==> src/rtl/vec_result_writeback.sv <==
// Serializes a captured LANES-word vector into one data-memory write per cycle, on bank 2 and/or bank 3.
// First write lands the cycle after accept. ready stays low until the DONE cycle has passed.
module vec_result_writeback #(
   parameter int LANES  = 8,
   parameter int WIDTH  = 32,
   parameter int ADDR_W = 8
) (
   input  logic                     clk,
   input  logic                     rst,
   input  logic                     w_mem_2,
   input  logic                     w_mem_3,
   input  logic [ADDR_W-1:0]        addr_base,
   input  logic [LANES*WIDTH-1:0]   lanes_in,
   output logic                     ready,
   output logic                     mem_we,
   output logic [1:0]               mem_bank,
   output logic [ADDR_W-1:0]        mem_addr,
   output logic [WIDTH-1:0]         mem_data,
   output logic                     done
);

   localparam int IDX_W = (LANES > 1) ? $clog2(LANES) : 1;
   localparam logic [IDX_W-1:0] LAST = IDX_W'(LANES - 1);

   typedef enum logic [1:0] {IDLE, WR2, WR3, DONE} state_t;

   state_t                   state;
   logic [IDX_W-1:0]         idx;
   logic [IDX_W-1:0]         nxt_idx;
   logic [LANES*WIDTH-1:0]   cap_vec;
   logic [ADDR_W-1:0]        cap_base;
   logic                     pend3;

   assign nxt_idx = idx + IDX_W'(1);

   // idx always names the lane currently presented on the mem_* registers.
   always_ff @(posedge clk) begin
      if (rst) begin
         state    <= IDLE;
         idx      <= '0;
         cap_vec  <= '0;
         cap_base <= '0;
         pend3    <= 1'b0;
         ready    <= 1'b1;
         mem_we   <= 1'b0;
         mem_bank <= 2'd0;
         mem_addr <= '0;
         mem_data <= '0;
         done     <= 1'b0;
      end else begin
         case (state)
            IDLE: begin
               if (w_mem_2 | w_mem_3) begin
                  cap_vec  <= lanes_in;
                  cap_base <= addr_base;
                  idx      <= '0;
                  pend3    <= w_mem_2 & w_mem_3;
                  state    <= w_mem_2 ? WR2 : WR3;
                  ready    <= 1'b0;
                  mem_we   <= 1'b1;
                  mem_bank <= w_mem_2 ? 2'd2 : 2'd3;
                  mem_addr <= addr_base;
                  mem_data <= lanes_in[WIDTH-1:0];
               end
            end
            WR2, WR3: begin
               if (idx == LAST) begin
                  if (state == WR2 && pend3) begin
                     // Mirrored store: replay the same vector and addresses on bank 3.
                     state    <= WR3;
                     idx      <= '0;
                     pend3    <= 1'b0;
                     mem_bank <= 2'd3;
                     mem_addr <= cap_base;
                     mem_data <= cap_vec[WIDTH-1:0];
                  end else begin
                     state  <= DONE;
                     mem_we <= 1'b0;
                     done   <= 1'b1;
                  end
               end else begin
                  idx      <= nxt_idx;
                  mem_addr <= cap_base + ADDR_W'(nxt_idx);
                  mem_data <= cap_vec[nxt_idx*WIDTH +: WIDTH];
               end
            end
            DONE: begin
               done  <= 1'b0;
               ready <= 1'b1;
               state <= IDLE;
            end
            default: state <= IDLE;
         endcase
      end
   end

endmodule

==> config.mk <==
export PLATFORM = sky130hd
export DESIGN_NAME = vec_result_writeback
export DESIGN_NICKNAME = d
export VERILOG_FILES = /design/src/rtl/vec_result_writeback.sv
export SDC_FILE = /design/constraint.sdc
export NUM_CORES = 1
export LEC_CHECK = 0
export ABC_AREA = 0
export BUFFER_PORTS_ARGS = -buffer_cell sky130_fd_sc_hd__clkbuf_2
export CELL_PAD_IN_SITES_DETAIL_PLACEMENT = 1
export CELL_PAD_IN_SITES_GLOBAL_PLACEMENT = 1
export CORE_UTILIZATION = 40
export DETAILED_ROUTE_END_ITERATION = 8
export MAX_ROUTING_LAYER = met4
export PLACE_DENSITY = 0.77
export RECOVER_POWER = 25
export SYNTH_ARGS = -nofsm -noshare
export SYNTH_HDL_FRONTEND = slang
export SYNTH_SLANG_ARGS = --single-unit
==> constraint.sdc <==
create_clock -name clk -period 3.1 [get_ports clk]
set_input_delay 0.155 -clock clk [delete_from_list [all_inputs] [get_ports clk]]
set_output_delay 0.155 -clock clk [all_outputs]
set_load 0.005 [all_outputs]
==> impl_metrics.toml <==
[run_status]
status = "finished, violations left"
violations = "hold timing"

[sta]
worst_pin_slew_ps = 1180
relSlewSlack_pct = 21.3
whs_ps = -24.7
rsz0062_at_grt = "no"
max_freq_ghz = 0.378
finalMaxSlewViolations = 0
finalCritPeriodShare_pct = 85.3
setup_tns_ps = 0
setup_viol_count_final = 0
fin_crit_ps = 2640
hold_viol_final = 1
skew_ps = 20.6

[setup_path]
cp_max_fo = 24
r2r_end = "mem_data[25]"
critPathRequiredTime_ps = 3570
crit_type = "reg -> reg"
crit_slowest_cell = "or3b_1"
r2r_start = "state[0]"
r2r_slack_ps = 460
critical_path.max_stage_delay_ps = 810
cp-start-kind = "register"
crit_path_end_kind = "register"
path_cells = "inv_1, ha_1, buf_4, or3b_1, a221o_1, a21oi_1, o22a_1"
rr_worst_depth = 7
crit_arrival_ps = 3110

[clock_tree]
post_cts_resized = 0
cts_sinks = 315
cts_hold_buf = 271
cts_buffers = 36
path_clk_slew_ps = 60
cts_tree = "done"
htree_levels = 2
postCtsSetupRepairBufs = 0
clockBufferDepth = 3
clock_latency_ps = 530
ctsRootBufferMaster = "clkbuf_16"

[placed_design]
io_buffers = 312
hpwl_mm = 36.7
place_congestion = 0.838
placed_cell_area_um2 = 15800

[power]
comb_power_share_pct = 40.5
power_density_nw_per_um2 = 877
power.switching_w = 0.00705
peakVddDrop_mv = 0.826
power_switching_share_pct = 40.9
intPower_w = 0.0102
finalPower_w = 0.0172
seq_power_share_pct = 34.2
clock_power_share_pct = 25.3
leakagePower_nw = 8.28

[synthesis]
synth_edf_count = 0
yosys_warnings = 0
ys_seq_elements = 315
async_flop_share_pct = 0
synth.distinct_cells = 51
avgSynthCellArea_um2 = 8.06
synth_seq_area_share_pct = 45.1
syn_area_um2 = 14000
synthFlopType = "dfxtp_1"
netlist_instances = 1733
synth_nets = 2011

[min_path]
hp-class = "in -> reg"
holdPathStages = 2
hp-start = "w_mem_2"
min_to = "mem_bank[0]"

[floorplan]
core_um2 = 34500
fp.dieH_um = 189
rows = 68
die-width_um = 189
initial_core_util_pct = 40.6
dieArea_um2 = 35700
io_pins = 313

[route]
drtIter0Drc = 1200
ant_nets = 0
drc_errors = 0
wl_mm = 63.8
vias = 15300
routed_via_density = 5.64
drt-pass1-iter-count = 5
routedWlPerCell_um = 23.5

[finish]
layout-drive-gt1-share_pct = 17.3
design_area_um2 = 19700
fill_cells = 4146
syn2layout_area_growth_pct = 40.6
regArea_um2 = 6310
final_nets = 2508
multiInputGateArea_um2 = 7030

[global_route]
antenna_found_initial = 7
grt_pass1_wl_mm = 95.5
first_global_vias = 16100
grt_usage_pct = 36.0
overflow = 0
grt_max_degree = 216

[run]
drv_cap = 0
## synth_stat cells, types with 2 or more instances
cell      count  share of area, %
or4_1         7              0.38
a22oi_1      23               1.2
nand4_1       3              0.13
a211o_1       3              0.19
and3_1       48               2.1
nand2b_1      9              0.40
ha_1          9              0.81
nand2_1     541                15
o21ai_0      10              0.36
mux2i_1     105               7.5
inv_1         6              0.16
buf_4         9              0.48
a21oi_1     351                13
dfxtp_1     315                45
a211oi_1      3              0.16
clkbuf_1    112               3.0
o21a_1        3              0.16
nand3b_1     17              0.91
o31a_1        2              0.13
xor2_1        2              0.13
o41ai_1       3              0.19
mux4_2       17               2.7
nor3_1        8              0.29
nor2_1       14              0.38
o21bai_1      2              0.11
buf_1         8              0.21
buf_2        17              0.61
nor4b_1       3              0.19
buf_6         3              0.24
o22a_1       24               1.5
nor4_1        2             0.090
nor3b_1       3              0.16
nand3_1       9              0.32
o211ai_1     25               1.3
## area by class of cell
type | count | area share (%)
antenna | 9 | 0.115
clock buffer | 50 | 5.16
clock inverter | 13 | 0.809
inverter | 7 | 0.134
multi-input combinational | 1262 | 35.8
sequential | 315 | 32.1
tap | 455 | 2.90
timing repair buffer | 608 | 23.0
## registers in the layout (all words and copies together), names as in the netlist
register and cells:
mem_addr 8, cap_vec 256, cap_base 8, ready 1
pend3 1, state 2, idx 3, done 1
mem_we 1, mem_data 32, mem_bank 2
## layout by cell type (no fill, tap or decap), types with 24 or more instances in the layout
cell,instances
mux2i_1,105
o22a_1,24
dfxtp_1,314
clkbuf_16,36
dlygate4sd3_1,271
and3_1,48
a21oi_1,351
o211ai_1,25
nand2_1,541
clkbuf_2,284
clkbuf_1,35
## routing by layer
metal / global-route usage, % / wire length [µm]
met1: 43.3 / 25700
met2: 56.7 / 29700
met3: 6.19 / 4450
met4: 21.2 / 3940
met5: - / 0
## how the worst max path moves through the flow
| stage | start | to | slack (ps) | cells past startpoint |
|---|---|---|---|---|
| after global placement | state[0] | mem_data[25] | 580 | 7 |
| after floorplan | idx[0] | mem_addr[4] | 720 | 10 |
| final | state[0] | mem_data[25] | 460 | 7 |
| after CTS | state[0] | mem_addr[6] | 510 | 6 |
| after detailed placement | state[0] | mem_addr[6] | 520 | 6 |
| after global routing | state[0] | mem_data[25] | 330 | 7 |
## power by group through the flow
stage          Clock [W]  Sequential [W]  Combinational, W
2_1_floorplan          0         0.00563           0.00431
3_3_place_gp           0         0.00584           0.00621
3_5_place_dp           0         0.00590           0.00639
4_1_cts          0.00435         0.00582           0.00671
5_1_grt          0.00452         0.00599           0.00742
6_report         0.00435         0.00590           0.00698
## worst max-delay path: cells and delay by family (launching register included)
kind / cells / cell delay, ps
adder cells (fa/ha/maj): 1 / 300
flip-flops: 1 / 370
buffers and inverters: 2 / 330
AND/OR/NAND/NOR: 1 / 810
AO/OA/AOI/OAI: 3 / 770
## kinds of logic after synthesis
family          share of synthesized area [%]
simple gates                             20.3
compound gates                           18.4
flops                                    45.1
buf+inv                                  4.75
mux                                      10.3
fa+ha+maj                               0.949
xor+xnor                                0.188
## stage by stage
| step | std cells | util (%) | setup slack, ps | hold slack, ps |
|---|---|---|---|---|
| after floorplan | 1733 | - | 722 | 269 |
| after global placement | 2376 | 45.9 | 580 | 383 |
| after detailed placement | 2376 | 45.9 | 522 | 386 |
| after CTS | 2710 | 57.1 | 514 | 8.17 |
| after global routing | 2717 | 57.0 | 326 | -5.96 |
| final | 2719 | 57.0 | 457 | -24.7 |
Power figures use the tool's default switching activity.
